## config.mk

```make
export PLATFORM = sky130hd
export DESIGN_NAME = axi_rom_burst_splitter_flat
export DESIGN_NICKNAME = d
export VERILOG_FILES = /design/src/rtl/axi_rom_burst_splitter_if.sv /design/src/rtl/axi_rom_burst_splitter.sv /design/src/flat_wrapper.sv
export SDC_FILE = /design/constraint.sdc
export NUM_CORES = 1
export LEC_CHECK = 0
export CAP_MARGIN = 20
export CORE_AREA = 2 2 150 152
export CTS_CLUSTER_DIAMETER = 50
export DETAILED_ROUTE_END_ITERATION = 10
export DIE_AREA = 0 0 152 154
export PLACE_DENSITY = 0.77
export SYNTH_ARGS = -nofsm -noshare
export SYNTH_HDL_FRONTEND = slang
export SYNTH_SLANG_ARGS = --single-unit
export TNS_END_PERCENT = 50
```

## constraint.sdc

```tcl
create_clock -name clk -period 4.2 [get_ports clk]
set_input_delay 0.84 -clock clk [delete_from_list [all_inputs] [get_ports clk]]
set_output_delay 0.84 -clock clk [all_outputs]
set_load 0.01 [all_outputs]
```

## src/rtl/axi_rom_burst_splitter_if.sv

```systemverilog
//==============================================================================
// Module : axi_rom_burst_splitter_if
// Brief  : AXI4 five-channel bundle with master/slave views.
// Rev    : 1.0  initial release
//==============================================================================
`default_nettype none

interface axi_rom_burst_splitter_if #(
    parameter int ADDR_W = 32,
    parameter int DATA_W = 32,
    parameter int ID_W   = 4
) ();
    logic [ID_W-1:0]     awid;
    logic [ADDR_W-1:0]   awaddr;
    logic [7:0]          awlen;
    logic [2:0]          awsize;
    logic [1:0]          awburst;
    logic                awvalid;
    logic                awready;
    logic [DATA_W-1:0]   wdata;
    logic [DATA_W/8-1:0] wstrb;
    logic                wlast;
    logic                wvalid;
    logic                wready;
    logic [ID_W-1:0]     bid;
    logic [1:0]          bresp;
    logic                bvalid;
    logic                bready;
    logic [ID_W-1:0]     arid;
    logic [ADDR_W-1:0]   araddr;
    logic [7:0]          arlen;
    logic [2:0]          arsize;
    logic [1:0]          arburst;
    logic                arvalid;
    logic                arready;
    logic [ID_W-1:0]     rid;
    logic [DATA_W-1:0]   rdata;
    logic [1:0]          rresp;
    logic                rlast;
    logic                rvalid;
    logic                rready;

    modport master (
        output awid, awaddr, awlen, awsize, awburst, awvalid,
        output wdata, wstrb, wlast, wvalid, bready,
        output arid, araddr, arlen, arsize, arburst, arvalid, rready,
        input  awready, wready, bid, bresp, bvalid,
        input  arready, rid, rdata, rresp, rlast, rvalid
    );

    modport slave (
        input  awid, awaddr, awlen, awsize, awburst, awvalid,
        input  wdata, wstrb, wlast, wvalid, bready,
        input  arid, araddr, arlen, arsize, arburst, arvalid, rready,
        output awready, wready, bid, bresp, bvalid,
        output arready, rid, rdata, rresp, rlast, rvalid
    );
endinterface

`default_nettype wire

```

## src/rtl/axi_rom_burst_splitter.sv

```systemverilog
//==============================================================================
// Module : axi_rom_burst_splitter
// Brief  : Splits AXI read bursts into single-beat ROM reads and answers all
//          writes locally with SLVERR. Define AXI_SPLIT_WRAP_EN to accept WRAP.
// Rev    : 1.0  initial release
//==============================================================================
`default_nettype none

module axi_rom_burst_splitter #(
    parameter int ADDR_W = 32,
    parameter int DATA_W = 32,
    parameter int ID_W   = 4
) (
    input  wire logic               clk,
    input  wire logic               rst,
    axi_rom_burst_splitter_if.slave  axi,
    axi_rom_burst_splitter_if.master rom
);

    localparam int                SIZE_MAX     = $clog2(DATA_W / 8);
    localparam logic [1:0]        BURST_FIXED  = 2'b00;
    localparam logic [1:0]        BURST_INCR   = 2'b01;
    localparam logic [1:0]        BURST_WRAP   = 2'b10;
    localparam logic [1:0]        BURST_RSVD   = 2'b11;
    localparam logic [1:0]        RESP_OKAY    = 2'b00;
    localparam logic [1:0]        RESP_SLVERR  = 2'b10;
    localparam logic [ADDR_W-1:0] ADDR_ONE     = {{(ADDR_W-1){1'b0}}, 1'b1};

    typedef enum logic [2:0] {
        R_IDLE  = 3'd0,
        R_ISSUE = 3'd1,
        R_WAIT  = 3'd2,
        R_RESP  = 3'd3,
        R_ERR   = 3'd4
    } rstate_t;

    typedef enum logic [1:0] {
        W_IDLE = 2'd0,
        W_DATA = 2'd1,
        W_RESP = 2'd2
    } wstate_t;

    rstate_t             rstate_q;
    logic [7:0]          cnt_q;
    logic [ID_W-1:0]     id_q;
    logic [ADDR_W-1:0]   cur_addr_q;
    logic [2:0]          size_q;
    logic [1:0]          burst_q;
    logic                arready_q;
    logic                rvalid_q;
    logic [DATA_W-1:0]   rdata_q;
    logic [1:0]          rresp_q;
    logic                rlast_q;
    logic                rom_arvalid_q;
    logic                rom_rready_q;

    wstate_t             wstate_q;
    logic                awready_q;
    logic                wready_q;
    logic                bvalid_q;
    logic [ID_W-1:0]     bid_q;

    logic                ar_illegal_d;
    logic [ADDR_W-1:0]   incr_d;
    logic [ADDR_W-1:0]   addr_nxt_d;

`ifdef AXI_SPLIT_WRAP_EN
    logic [7:0]          len_q;
    logic [ADDR_W-1:0]   wrap_mask_d;

    assign wrap_mask_d = ((({{(ADDR_W-8){1'b0}}, len_q}) + ADDR_ONE) << size_q) - ADDR_ONE;
`endif

    assign incr_d = ADDR_ONE << size_q;

    always_comb begin
        ar_illegal_d = 1'b0;
        if (axi.arsize > 3'(SIZE_MAX)) begin
            ar_illegal_d = 1'b1;
        end
        if (axi.arburst == BURST_RSVD) begin
            ar_illegal_d = 1'b1;
        end
        if (axi.arburst == BURST_WRAP) begin
`ifdef AXI_SPLIT_WRAP_EN
            if (!(axi.arlen inside {8'd1, 8'd3, 8'd7, 8'd15})) begin
                ar_illegal_d = 1'b1;
            end
`else
            ar_illegal_d = 1'b1;
`endif
        end
    end

    always_comb begin
        addr_nxt_d = cur_addr_q;
        case (burst_q)
            BURST_FIXED: addr_nxt_d = cur_addr_q;
            BURST_INCR:  addr_nxt_d = cur_addr_q + incr_d;
`ifdef AXI_SPLIT_WRAP_EN
            // Only the offset inside the wrap window advances; the window base is kept.
            BURST_WRAP:  addr_nxt_d = (cur_addr_q & ~wrap_mask_d) |
                                      ((cur_addr_q + incr_d) & wrap_mask_d);
`endif
            default:     addr_nxt_d = cur_addr_q;
        endcase
    end

    always_ff @(posedge clk or posedge rst) begin
        if (rst) begin
            rstate_q      <= R_IDLE;
            cnt_q         <= 8'd0;
            id_q          <= '0;
            cur_addr_q    <= '0;
            size_q        <= 3'd0;
            burst_q       <= BURST_INCR;
            arready_q     <= 1'b1;
            rvalid_q      <= 1'b0;
            rdata_q       <= '0;
            rresp_q       <= RESP_OKAY;
            rlast_q       <= 1'b0;
            rom_arvalid_q <= 1'b0;
            rom_rready_q  <= 1'b0;
`ifdef AXI_SPLIT_WRAP_EN
            len_q         <= 8'd0;
`endif
        end else begin
            case (rstate_q)
                R_IDLE: begin
                    if (axi.arvalid && arready_q) begin
                        arready_q  <= 1'b0;
                        id_q       <= axi.arid;
                        cur_addr_q <= axi.araddr;
                        size_q     <= axi.arsize;
                        burst_q    <= axi.arburst;
                        cnt_q      <= axi.arlen;
`ifdef AXI_SPLIT_WRAP_EN
                        len_q      <= axi.arlen;
`endif
                        if (ar_illegal_d) begin
                            rvalid_q <= 1'b1;
                            rresp_q  <= RESP_SLVERR;
                            rdata_q  <= '0;
                            rlast_q  <= (axi.arlen == 8'd0);
                            rstate_q <= R_ERR;
                        end else begin
                            rom_arvalid_q <= 1'b1;
                            rstate_q      <= R_ISSUE;
                        end
                    end
                end
                R_ISSUE: begin
                    if (rom.arready) begin
                        rom_arvalid_q <= 1'b0;
                        rom_rready_q  <= 1'b1;
                        rstate_q      <= R_WAIT;
                    end
                end
                R_WAIT: begin
                    if (rom.rvalid) begin
                        rom_rready_q <= 1'b0;
                        rvalid_q     <= 1'b1;
                        rdata_q      <= rom.rdata;
                        rresp_q      <= rom.rresp;
                        rlast_q      <= (cnt_q == 8'd0);
                        rstate_q     <= R_RESP;
                    end
                end
                R_RESP: begin
                    if (axi.rready) begin
                        rvalid_q <= 1'b0;
                        rlast_q  <= 1'b0;
                        if (cnt_q == 8'd0) begin
                            arready_q <= 1'b1;
                            rstate_q  <= R_IDLE;
                        end else begin
                            cnt_q         <= cnt_q - 8'd1;
                            cur_addr_q    <= addr_nxt_d;
                            rom_arvalid_q <= 1'b1;
                            rstate_q      <= R_ISSUE;
                        end
                    end
                end
                R_ERR: begin
                    if (axi.rready) begin
                        if (cnt_q == 8'd0) begin
                            rvalid_q  <= 1'b0;
                            rlast_q   <= 1'b0;
                            arready_q <= 1'b1;
                            rstate_q  <= R_IDLE;
                        end else begin
                            cnt_q   <= cnt_q - 8'd1;
                            rlast_q <= (cnt_q == 8'd1);
                        end
                    end
                end
                default: rstate_q <= R_IDLE;
            endcase
        end
    end

    // The ROM is read-only: write bursts are drained and answered with SLVERR.
    always_ff @(posedge clk or posedge rst) begin
        if (rst) begin
            wstate_q  <= W_IDLE;
            awready_q <= 1'b1;
            wready_q  <= 1'b0;
            bvalid_q  <= 1'b0;
            bid_q     <= '0;
        end else begin
            case (wstate_q)
                W_IDLE: begin
                    if (axi.awvalid && awready_q) begin
                        awready_q <= 1'b0;
                        bid_q     <= axi.awid;
                        wready_q  <= 1'b1;
                        wstate_q  <= W_DATA;
                    end
                end
                W_DATA: begin
                    if (axi.wvalid && axi.wlast) begin
                        wready_q <= 1'b0;
                        bvalid_q <= 1'b1;
                        wstate_q <= W_RESP;
                    end
                end
                W_RESP: begin
                    if (axi.bready) begin
                        bvalid_q  <= 1'b0;
                        awready_q <= 1'b1;
                        wstate_q  <= W_IDLE;
                    end
                end
                default: wstate_q <= W_IDLE;
            endcase
        end
    end

    assign axi.arready = arready_q;
    assign axi.rvalid  = rvalid_q;
    assign axi.rdata   = rdata_q;
    assign axi.rresp   = rresp_q;
    assign axi.rid     = id_q;
    assign axi.rlast   = rlast_q;
    assign axi.awready = awready_q;
    assign axi.wready  = wready_q;
    assign axi.bvalid  = bvalid_q;
    assign axi.bresp   = RESP_SLVERR;
    assign axi.bid     = bid_q;

    assign rom.arvalid = rom_arvalid_q;
    assign rom.araddr  = cur_addr_q;
    assign rom.arid    = '0;
    assign rom.arlen   = 8'd0;
    assign rom.arsize  = size_q;
    assign rom.arburst = BURST_INCR;
    assign rom.rready  = rom_rready_q;
    assign rom.awid    = '0;
    assign rom.awaddr  = '0;
    assign rom.awlen   = 8'd0;
    assign rom.awsize  = 3'd0;
    assign rom.awburst = 2'b00;
    assign rom.awvalid = 1'b0;
    assign rom.wdata   = '0;
    assign rom.wstrb   = '0;
    assign rom.wlast   = 1'b0;
    assign rom.wvalid  = 1'b0;
    assign rom.bready  = 1'b0;

    logic w_unused;
    assign w_unused = ^{axi.awaddr, axi.awlen, axi.awsize, axi.awburst, axi.wdata,
                        axi.wstrb, rom.awready, rom.wready, rom.bid, rom.bresp,
                        rom.bvalid, rom.rid, rom.rlast};

endmodule

`default_nettype wire

```

## src/flat_wrapper.sv

```systemverilog
// flat-port wrapper written by rule: the top's interface ports become plain ports
module axi_rom_burst_splitter_flat 
#(
    parameter int ADDR_W = 32,
    parameter int DATA_W = 32,
    parameter int ID_W   = 4
)
  (clk, rst, axi_awid, axi_awaddr, axi_awlen, axi_awsize, axi_awburst, axi_awvalid, axi_wdata, axi_wstrb, axi_wlast, axi_wvalid, axi_bready, axi_arid, axi_araddr, axi_arlen, axi_arsize, axi_arburst, axi_arvalid, axi_rready, axi_awready, axi_wready, axi_bid, axi_bresp, axi_bvalid, axi_arready, axi_rid, axi_rdata, axi_rresp, axi_rlast, axi_rvalid, rom_awid, rom_awaddr, rom_awlen, rom_awsize, rom_awburst, rom_awvalid, rom_wdata, rom_wstrb, rom_wlast, rom_wvalid, rom_bready, rom_arid, rom_araddr, rom_arlen, rom_arsize, rom_arburst, rom_arvalid, rom_rready, rom_awready, rom_wready, rom_bid, rom_bresp, rom_bvalid, rom_arready, rom_rid, rom_rdata, rom_rresp, rom_rlast, rom_rvalid);
  axi_rom_burst_splitter_if #(.ADDR_W(ADDR_W), .DATA_W(DATA_W), .ID_W(ID_W)) axi_i ();
  axi_rom_burst_splitter_if #(.ADDR_W(ADDR_W), .DATA_W(DATA_W), .ID_W(ID_W)) rom_i ();
  input  wire logic clk;
  input  wire logic rst;
  input wire logic [$bits(axi_i.awid)-1:0] axi_awid;
  input wire logic [$bits(axi_i.awaddr)-1:0] axi_awaddr;
  input wire logic [$bits(axi_i.awlen)-1:0] axi_awlen;
  input wire logic [$bits(axi_i.awsize)-1:0] axi_awsize;
  input wire logic [$bits(axi_i.awburst)-1:0] axi_awburst;
  input wire logic [$bits(axi_i.awvalid)-1:0] axi_awvalid;
  input wire logic [$bits(axi_i.wdata)-1:0] axi_wdata;
  input wire logic [$bits(axi_i.wstrb)-1:0] axi_wstrb;
  input wire logic [$bits(axi_i.wlast)-1:0] axi_wlast;
  input wire logic [$bits(axi_i.wvalid)-1:0] axi_wvalid;
  input wire logic [$bits(axi_i.bready)-1:0] axi_bready;
  input wire logic [$bits(axi_i.arid)-1:0] axi_arid;
  input wire logic [$bits(axi_i.araddr)-1:0] axi_araddr;
  input wire logic [$bits(axi_i.arlen)-1:0] axi_arlen;
  input wire logic [$bits(axi_i.arsize)-1:0] axi_arsize;
  input wire logic [$bits(axi_i.arburst)-1:0] axi_arburst;
  input wire logic [$bits(axi_i.arvalid)-1:0] axi_arvalid;
  input wire logic [$bits(axi_i.rready)-1:0] axi_rready;
  output wire logic [$bits(axi_i.awready)-1:0] axi_awready;
  output wire logic [$bits(axi_i.wready)-1:0] axi_wready;
  output wire logic [$bits(axi_i.bid)-1:0] axi_bid;
  output wire logic [$bits(axi_i.bresp)-1:0] axi_bresp;
  output wire logic [$bits(axi_i.bvalid)-1:0] axi_bvalid;
  output wire logic [$bits(axi_i.arready)-1:0] axi_arready;
  output wire logic [$bits(axi_i.rid)-1:0] axi_rid;
  output wire logic [$bits(axi_i.rdata)-1:0] axi_rdata;
  output wire logic [$bits(axi_i.rresp)-1:0] axi_rresp;
  output wire logic [$bits(axi_i.rlast)-1:0] axi_rlast;
  output wire logic [$bits(axi_i.rvalid)-1:0] axi_rvalid;
  output wire logic [$bits(rom_i.awid)-1:0] rom_awid;
  output wire logic [$bits(rom_i.awaddr)-1:0] rom_awaddr;
  output wire logic [$bits(rom_i.awlen)-1:0] rom_awlen;
  output wire logic [$bits(rom_i.awsize)-1:0] rom_awsize;
  output wire logic [$bits(rom_i.awburst)-1:0] rom_awburst;
  output wire logic [$bits(rom_i.awvalid)-1:0] rom_awvalid;
  output wire logic [$bits(rom_i.wdata)-1:0] rom_wdata;
  output wire logic [$bits(rom_i.wstrb)-1:0] rom_wstrb;
  output wire logic [$bits(rom_i.wlast)-1:0] rom_wlast;
  output wire logic [$bits(rom_i.wvalid)-1:0] rom_wvalid;
  output wire logic [$bits(rom_i.bready)-1:0] rom_bready;
  output wire logic [$bits(rom_i.arid)-1:0] rom_arid;
  output wire logic [$bits(rom_i.araddr)-1:0] rom_araddr;
  output wire logic [$bits(rom_i.arlen)-1:0] rom_arlen;
  output wire logic [$bits(rom_i.arsize)-1:0] rom_arsize;
  output wire logic [$bits(rom_i.arburst)-1:0] rom_arburst;
  output wire logic [$bits(rom_i.arvalid)-1:0] rom_arvalid;
  output wire logic [$bits(rom_i.rready)-1:0] rom_rready;
  input wire logic [$bits(rom_i.awready)-1:0] rom_awready;
  input wire logic [$bits(rom_i.wready)-1:0] rom_wready;
  input wire logic [$bits(rom_i.bid)-1:0] rom_bid;
  input wire logic [$bits(rom_i.bresp)-1:0] rom_bresp;
  input wire logic [$bits(rom_i.bvalid)-1:0] rom_bvalid;
  input wire logic [$bits(rom_i.arready)-1:0] rom_arready;
  input wire logic [$bits(rom_i.rid)-1:0] rom_rid;
  input wire logic [$bits(rom_i.rdata)-1:0] rom_rdata;
  input wire logic [$bits(rom_i.rresp)-1:0] rom_rresp;
  input wire logic [$bits(rom_i.rlast)-1:0] rom_rlast;
  input wire logic [$bits(rom_i.rvalid)-1:0] rom_rvalid;
  assign axi_i.awid = axi_awid;
  assign axi_i.awaddr = axi_awaddr;
  assign axi_i.awlen = axi_awlen;
  assign axi_i.awsize = axi_awsize;
  assign axi_i.awburst = axi_awburst;
  assign axi_i.awvalid = axi_awvalid;
  assign axi_i.wdata = axi_wdata;
  assign axi_i.wstrb = axi_wstrb;
  assign axi_i.wlast = axi_wlast;
  assign axi_i.wvalid = axi_wvalid;
  assign axi_i.bready = axi_bready;
  assign axi_i.arid = axi_arid;
  assign axi_i.araddr = axi_araddr;
  assign axi_i.arlen = axi_arlen;
  assign axi_i.arsize = axi_arsize;
  assign axi_i.arburst = axi_arburst;
  assign axi_i.arvalid = axi_arvalid;
  assign axi_i.rready = axi_rready;
  assign axi_awready = axi_i.awready;
  assign axi_wready = axi_i.wready;
  assign axi_bid = axi_i.bid;
  assign axi_bresp = axi_i.bresp;
  assign axi_bvalid = axi_i.bvalid;
  assign axi_arready = axi_i.arready;
  assign axi_rid = axi_i.rid;
  assign axi_rdata = axi_i.rdata;
  assign axi_rresp = axi_i.rresp;
  assign axi_rlast = axi_i.rlast;
  assign axi_rvalid = axi_i.rvalid;
  assign rom_awid = rom_i.awid;
  assign rom_awaddr = rom_i.awaddr;
  assign rom_awlen = rom_i.awlen;
  assign rom_awsize = rom_i.awsize;
  assign rom_awburst = rom_i.awburst;
  assign rom_awvalid = rom_i.awvalid;
  assign rom_wdata = rom_i.wdata;
  assign rom_wstrb = rom_i.wstrb;
  assign rom_wlast = rom_i.wlast;
  assign rom_wvalid = rom_i.wvalid;
  assign rom_bready = rom_i.bready;
  assign rom_arid = rom_i.arid;
  assign rom_araddr = rom_i.araddr;
  assign rom_arlen = rom_i.arlen;
  assign rom_arsize = rom_i.arsize;
  assign rom_arburst = rom_i.arburst;
  assign rom_arvalid = rom_i.arvalid;
  assign rom_rready = rom_i.rready;
  assign rom_i.awready = rom_awready;
  assign rom_i.wready = rom_wready;
  assign rom_i.bid = rom_bid;
  assign rom_i.bresp = rom_bresp;
  assign rom_i.bvalid = rom_bvalid;
  assign rom_i.arready = rom_arready;
  assign rom_i.rid = rom_rid;
  assign rom_i.rdata = rom_rdata;
  assign rom_i.rresp = rom_rresp;
  assign rom_i.rlast = rom_rlast;
  assign rom_i.rvalid = rom_rvalid;
  axi_rom_burst_splitter #(.ADDR_W(ADDR_W), .DATA_W(DATA_W), .ID_W(ID_W)) u_core (.clk(clk), .rst(rst), .axi(axi_i), .rom(rom_i));
endmodule
```

* Word-level counts from Yosys, hierarchy flattened
Index checks and enable logic that the tools add are counted.
Storage, ports and cells: register bits after elaboration 100, bits of input ports 192, output and inout port bits 190, logic and storage cells 148
Operators by class: shifts and indexed selects 1, eq/ne operators 26, $lt $le $gt $ge 1, reduce and logical (&&, ||, !) cells 32, mux-type cells 68, add/sub/neg operators 2
Operators with widths (number):
- $mux 32 | 7
- $pmux 32 s2 | 2
- $add 32x32->32 | 1
- $shl 1x3->32 const A | 1
- $mux 1 | 31
- $mux 8 | 3
- $mux 3 | 7
- $ne 2x2->1 const B | 9
- $reduce_and 6->1 | 3
- $logic_not 8->1 | 2
- $pmux 8 s2 | 1
- $pmux 3 s5 | 1
- $reduce_and 3->1 | 5
- $ne 2x1->1 const B | 7
- $reduce_bool 2->1 | 7
- $mux 2 | 6
- $reduce_and 4->1 | 3
- $pmux 1 s2 | 5
- $eq 8x1->1 const B | 1
- $pmux 1 s4 | 2
- $sub 8x1->8 const B | 1
- $reduce_and 7->1 | 1
- $eq 2x2->1 const B | 3
- $eq 3x2->1 const B | 2
- 15 further kinds | 19

* Logic depth before layout (Yosys ltp)
depth after elaboration 7, depth in mapped cells 10, depth with buffers taken out 9

* Worst setup path before layout
Ideal clock, no wire load.
path kind reg-to-reg, from reg u_core.size_q[0], in the netlist u_core.rom.arsize[0], to reg u_core.cur_addr_q[25], in the netlist u_core.rom.araddr[25], arrival time 2.489 ns, library setup time 0.126 ns, data required time 4.074 ns, stages on the path, launching flop included 10, path slack 1.584 ns, path buffers 1, clock period less this slack 2.616 ns, cells stage by stage dfrtp_1 clkbuf_1 nor3b_1 ha_1 a211oi_1 o21ai_2 o211ai_4 a211oi_4 and2_2 a311o_1
Between the ends: word-level cells in the longest chain between the ends 6
Ends and longest elaborated chain:
- from (decl) | RTL line axi_rom_burst_splitter.sv:47 | logic [2:0] size_q;
- from (signal assigned) | RTL line axi_rom_burst_splitter.sv:134 | size_q <= axi.arsize;
- $shl 1x3->32 | RTL line axi_rom_burst_splitter.sv:74 | assign incr_d = ADDR_ONE << size_q;
- $add 32x32->32 | RTL line axi_rom_burst_splitter.sv:99 | BURST_INCR: addr_nxt_d = cur_addr_q + incr_d;
- $mux 32 | RTL line axi_rom_burst_splitter.sv:97 | case (burst_q)
- $mux 32 | RTL line axi_rom_burst_splitter.sv:173 | if (cnt_q == 8'd0) begin
- $mux 32 | RTL line axi_rom_burst_splitter.sv:170 | if (axi.rready) begin
- $pmux 32 s2 | RTL line axi_rom_burst_splitter.sv:128 | case (rstate_q)
- to (signal assigned) | RTL line axi_rom_burst_splitter.sv:133 | cur_addr_q <= axi.araddr;
- to (signal assigned) | RTL line axi_rom_burst_splitter.sv:178 | cur_addr_q <= addr_nxt_d;
- to (decl) | RTL line axi_rom_burst_splitter.sv:46 | logic [ADDR_W-1:0] cur_addr_q;
No other way between the ends. The select of a mux whose other input is x is not followed. A chain may end at the register's enable or synchronous reset.

* Worst setup path in the final report
from reg u_core.rstate_q[1], to reg u_core.cur_addr_q[16], in the netlist u_core.rom.araddr[16]
Between the ends: word-level cells in the longest chain between the ends 3, elaborated cells on any way between the ends 9, those cells by class 5 x eq/ne; 1 x mux; 3 x reduce/logical
Ends and longest elaborated chain:
- from (decl) | RTL line axi_rom_burst_splitter.sv:43 | rstate_t rstate_q;
- from (signal assigned) | RTL line axi_rom_burst_splitter.sv:111 | rstate_q <= R_IDLE;
- from (signal assigned) | RTL line axi_rom_burst_splitter.sv:145 | rstate_q <= R_ERR;
- from (signal assigned) | RTL line axi_rom_burst_splitter.sv:148 | rstate_q <= R_ISSUE;
- $eq 3x2->1 or $logic_not 3->1 (tied branches) | RTL line axi_rom_burst_splitter.sv:128
- $ne 2x2->1 (no source line) (tied with other cells)
- $reduce_and 5->1 (no source line)
Parallel ways exist; a longest one is shown, timed or not.

==> out/metrics.yaml <==
routing:
  viasPerCell: 4.78
  drt_iter0_drc: 355
  avgRoutedWirePerCell_um: 15.1
  drtAntennaViolNets: 0
  drt-pass1-iter-count: 5
  wl_um: 17900
  post-route-drc-count: 0
  vias: 5654
setup_path:
  startpoint_type: "register"
  r2r_start: "u_core.rstate_q[1]"
  crit_path_start: "u_core.rstate_q[1]"
  critPathCaptureType: "register"
  critPathKind: "register to register"
  crit_arrival_ps: 3100
  required_ps: 4450
  crit_fanout: 54
hold_path:
  min-delay-start: "u_core.burst_q[0]"
  hp-class: "register to register"
die:
  rows: 54
  coreArea_um2: 21700
  pin_count: 382
  die_x_um: 152
  die_y_um: 154
  initial_core_util_pct: 29.6
  die-area_um2: 23400
final_layout:
  syn2layout_area_growth_pct: 30.1
  final.fill_count: 2175
  final_nets: 1102
  final_cell_area_um2: 8340
  diodes: 0
  drive_above_1_share_pct: 7.41
timing:
  worstMarginPinSlew_ps: 1040
  max_freq_ghz: 0.350
  period_share_pct: 68.0
  drv_slew: 0
  fin_setup_tns_ps: 0
  final-hold-violation-count: 0
  fin_crit_ps: 2860
  finalSetupViolCount: 0
  rsz0062_at_grt: "no"
  maxSlewHeadroom_pct: 30.7
  finClkSkew_ps: 12.9
clock_network:
  cts.htree.levels: 3
  holdBufCountCts: 0
  clk_pin_slew_worst_paths_ps: 80
  clock-root-buffer: "clkbuf_16"
  ctsLongestPathBuffers: 2
  clk_latency_ps: 360
  cts_resized: 0
  post-cts-setup-buffer-count: 0
  cts_sinks: 100
  tritoncts: "done"
  cts_buffers: 9
grt:
  grt_overflow_total: 0
  antenna_found_initial: 0
  grt_pass1_wl_um: 28200
  grtUsageTotal_pct: 14.8
  grt_pass1_vias: 5336
  grt_max_degree: 61
logic_synthesis:
  yosysSeqAreaShare_pct: 39.1
  synth.most_common_cell: "nand2_1"
  ys.flop_type: "dfrtp_1"
  synth_area_leaders: "dfrtp_1, buf_4, nand2_1"
  synth-edff-count: 0
  syn-cell-area_um2: 6410
  yosys.area.top_type: "dfrtp_1"
  synth.distinct_cells: 83
  synth_common_cells: "nand2_1, buf_4, dfrtp_1"
  yosys_warnings: 0
  synth_area_per_cell_um2: 8.67
  yosys_register_bits: 100
  ys_async_sr_fraction_pct: 100
  synthCells: 740
  yosysTopAreaCellShare_pct: 37.9
run:
  cap_violations: 0
placed_design:
  dp_hpwl_um: 13300
  gp_congestion: 0.861
  port_buffers: 181
  place_area_um2: 8050
power:
  leakage_nw: 3.55
  p_per_area_nw_per_um2: 466
  vdd_drop_max_mv: 0.188
outcome:
  status: "finished clean"
metal layers:
| layer | global-route usage, % | vias to the layer above | wire length, um |
|---|---|---|---|
| met5 | 0 | - | 0 |
| met4 | 3.43 | 0 | 153 |
| met3 | 4.68 | 12 | 1280 |
| met2 | 25.8 | 223 | 8950 |
| met1 | 17.9 | 2688 | 7480 |
| li1 | - | 2731 | - |
area by class of cell:
cell class / count / area (um2) / share of cell area, %
clock inverters: 7 / 70.1 / 0.840
clock buffers: 9 / 225 / 2.70
inverters: 11 / 43.8 / 0.525
flip-flops and latches: 100 / 2510 / 30.0
multi-input cells: 589 / 3270 / 39.2
repair buffers: 188 / 1880 / 22.5
well taps: 280 / 350 / 4.20
state kept, by name, summed over array words and instances, names as in the netlist, 2 cells and up:
signal,flops
u_core.burst_q,2
u_core.axi.bid,4
u_core.rstate_q,3
u_core.cnt_q,8
u_core.wstate_q,2
u_core.rom.araddr,32
u_core.axi.rid,4
u_core.rom.arsize,3
u_core.axi.rdata,32
u_core.axi.rresp,2
critical path: stages, from the launching register on:
cell and delay (ps):
dfrtp_2 1050, nand3b_4 100, buf_4 290, a21oi_2 270
nor2_4 90, a21oi_4 440, o22ai_1 180, a311oi_1 310
power by group:
group | switching (W) | internal [W] | total, W
Combinational | 0.000660 | 0.000783 | 0.00144
Clock | 0.000430 | 0.000419 | 0.000848
Sequential | 0.000344 | 0.00125 | 0.00160
Total | 0.00143 | 0.00245 | 0.00389
layout by cell type (no fill, tap or decap), drive strengths merged, types with 4 or more instances in the layout:
| cell | count |
|---|---|
| a211oi | 14 |
| a31oi | 8 |
| mux2 | 6 |
| o211ai | 6 |
| nand4 | 4 |
| o22ai | 16 |
| ha | 10 |
| nand2 | 146 |
| clkdlybuf4s50 | 181 |
| inv | 14 |
| a21oi | 39 |
| o21ai | 65 |
| nand3 | 10 |
| buf | 7 |
| and3b | 4 |
| nor4 | 8 |
| nor2 | 45 |
| nor3b | 5 |
| dfrtp | 97 |
| clkbuf | 9 |
| a311oi | 11 |
| a21o | 5 |
| nor3 | 15 |
| and3 | 10 |
| conb | 105 |
final timing paths:
path / end / slack (ps) / depth (start not counted)
setup / recovery: u_core.rom.araddr[16] / 1340 / 7
hold / removal: u_core.burst_q[0] / 480 / 2
setup reg to reg: u_core.rom.araddr[16] / 1340 / 7
hold reg to reg: u_core.burst_q[0] / 480 / 2
max in group asynchronous: u_core.axi.rid[2] / 2490 / 3
min in group asynchronous: u_core.axi.bid[0] / 990 / 2
per-stage QoR:
step	hold WS (ps)	std cells	setup slack, ps	utilization [%]	total power [W]
2_1_floorplan	450	843	746	-	0.00235
3_3_place_gp	460	1168	1050	37.1	0.00301
3_5_place_dp	465	1168	1040	37.1	0.00306
4_1_cts	476	1184	1280	38.5	0.00393
5_1_grt	503	1184	1050	38.5	0.00414
6_report	477	1184	1340	38.5	0.00389
logic make-up after synthesis:
logic type	Yosys count	synth area share [%]
adders and majority gates	11	2.26
and+or+nand+nor	265	19.9
muxes	8	1.37
DFF	100	39.1
xor gates and xnor gates	4	0.546
buffers and inverters	154	16.1
AOI/OAI and AO/OA	196	20.6
other	2	0.117
(Power assumes the default switching activity.)
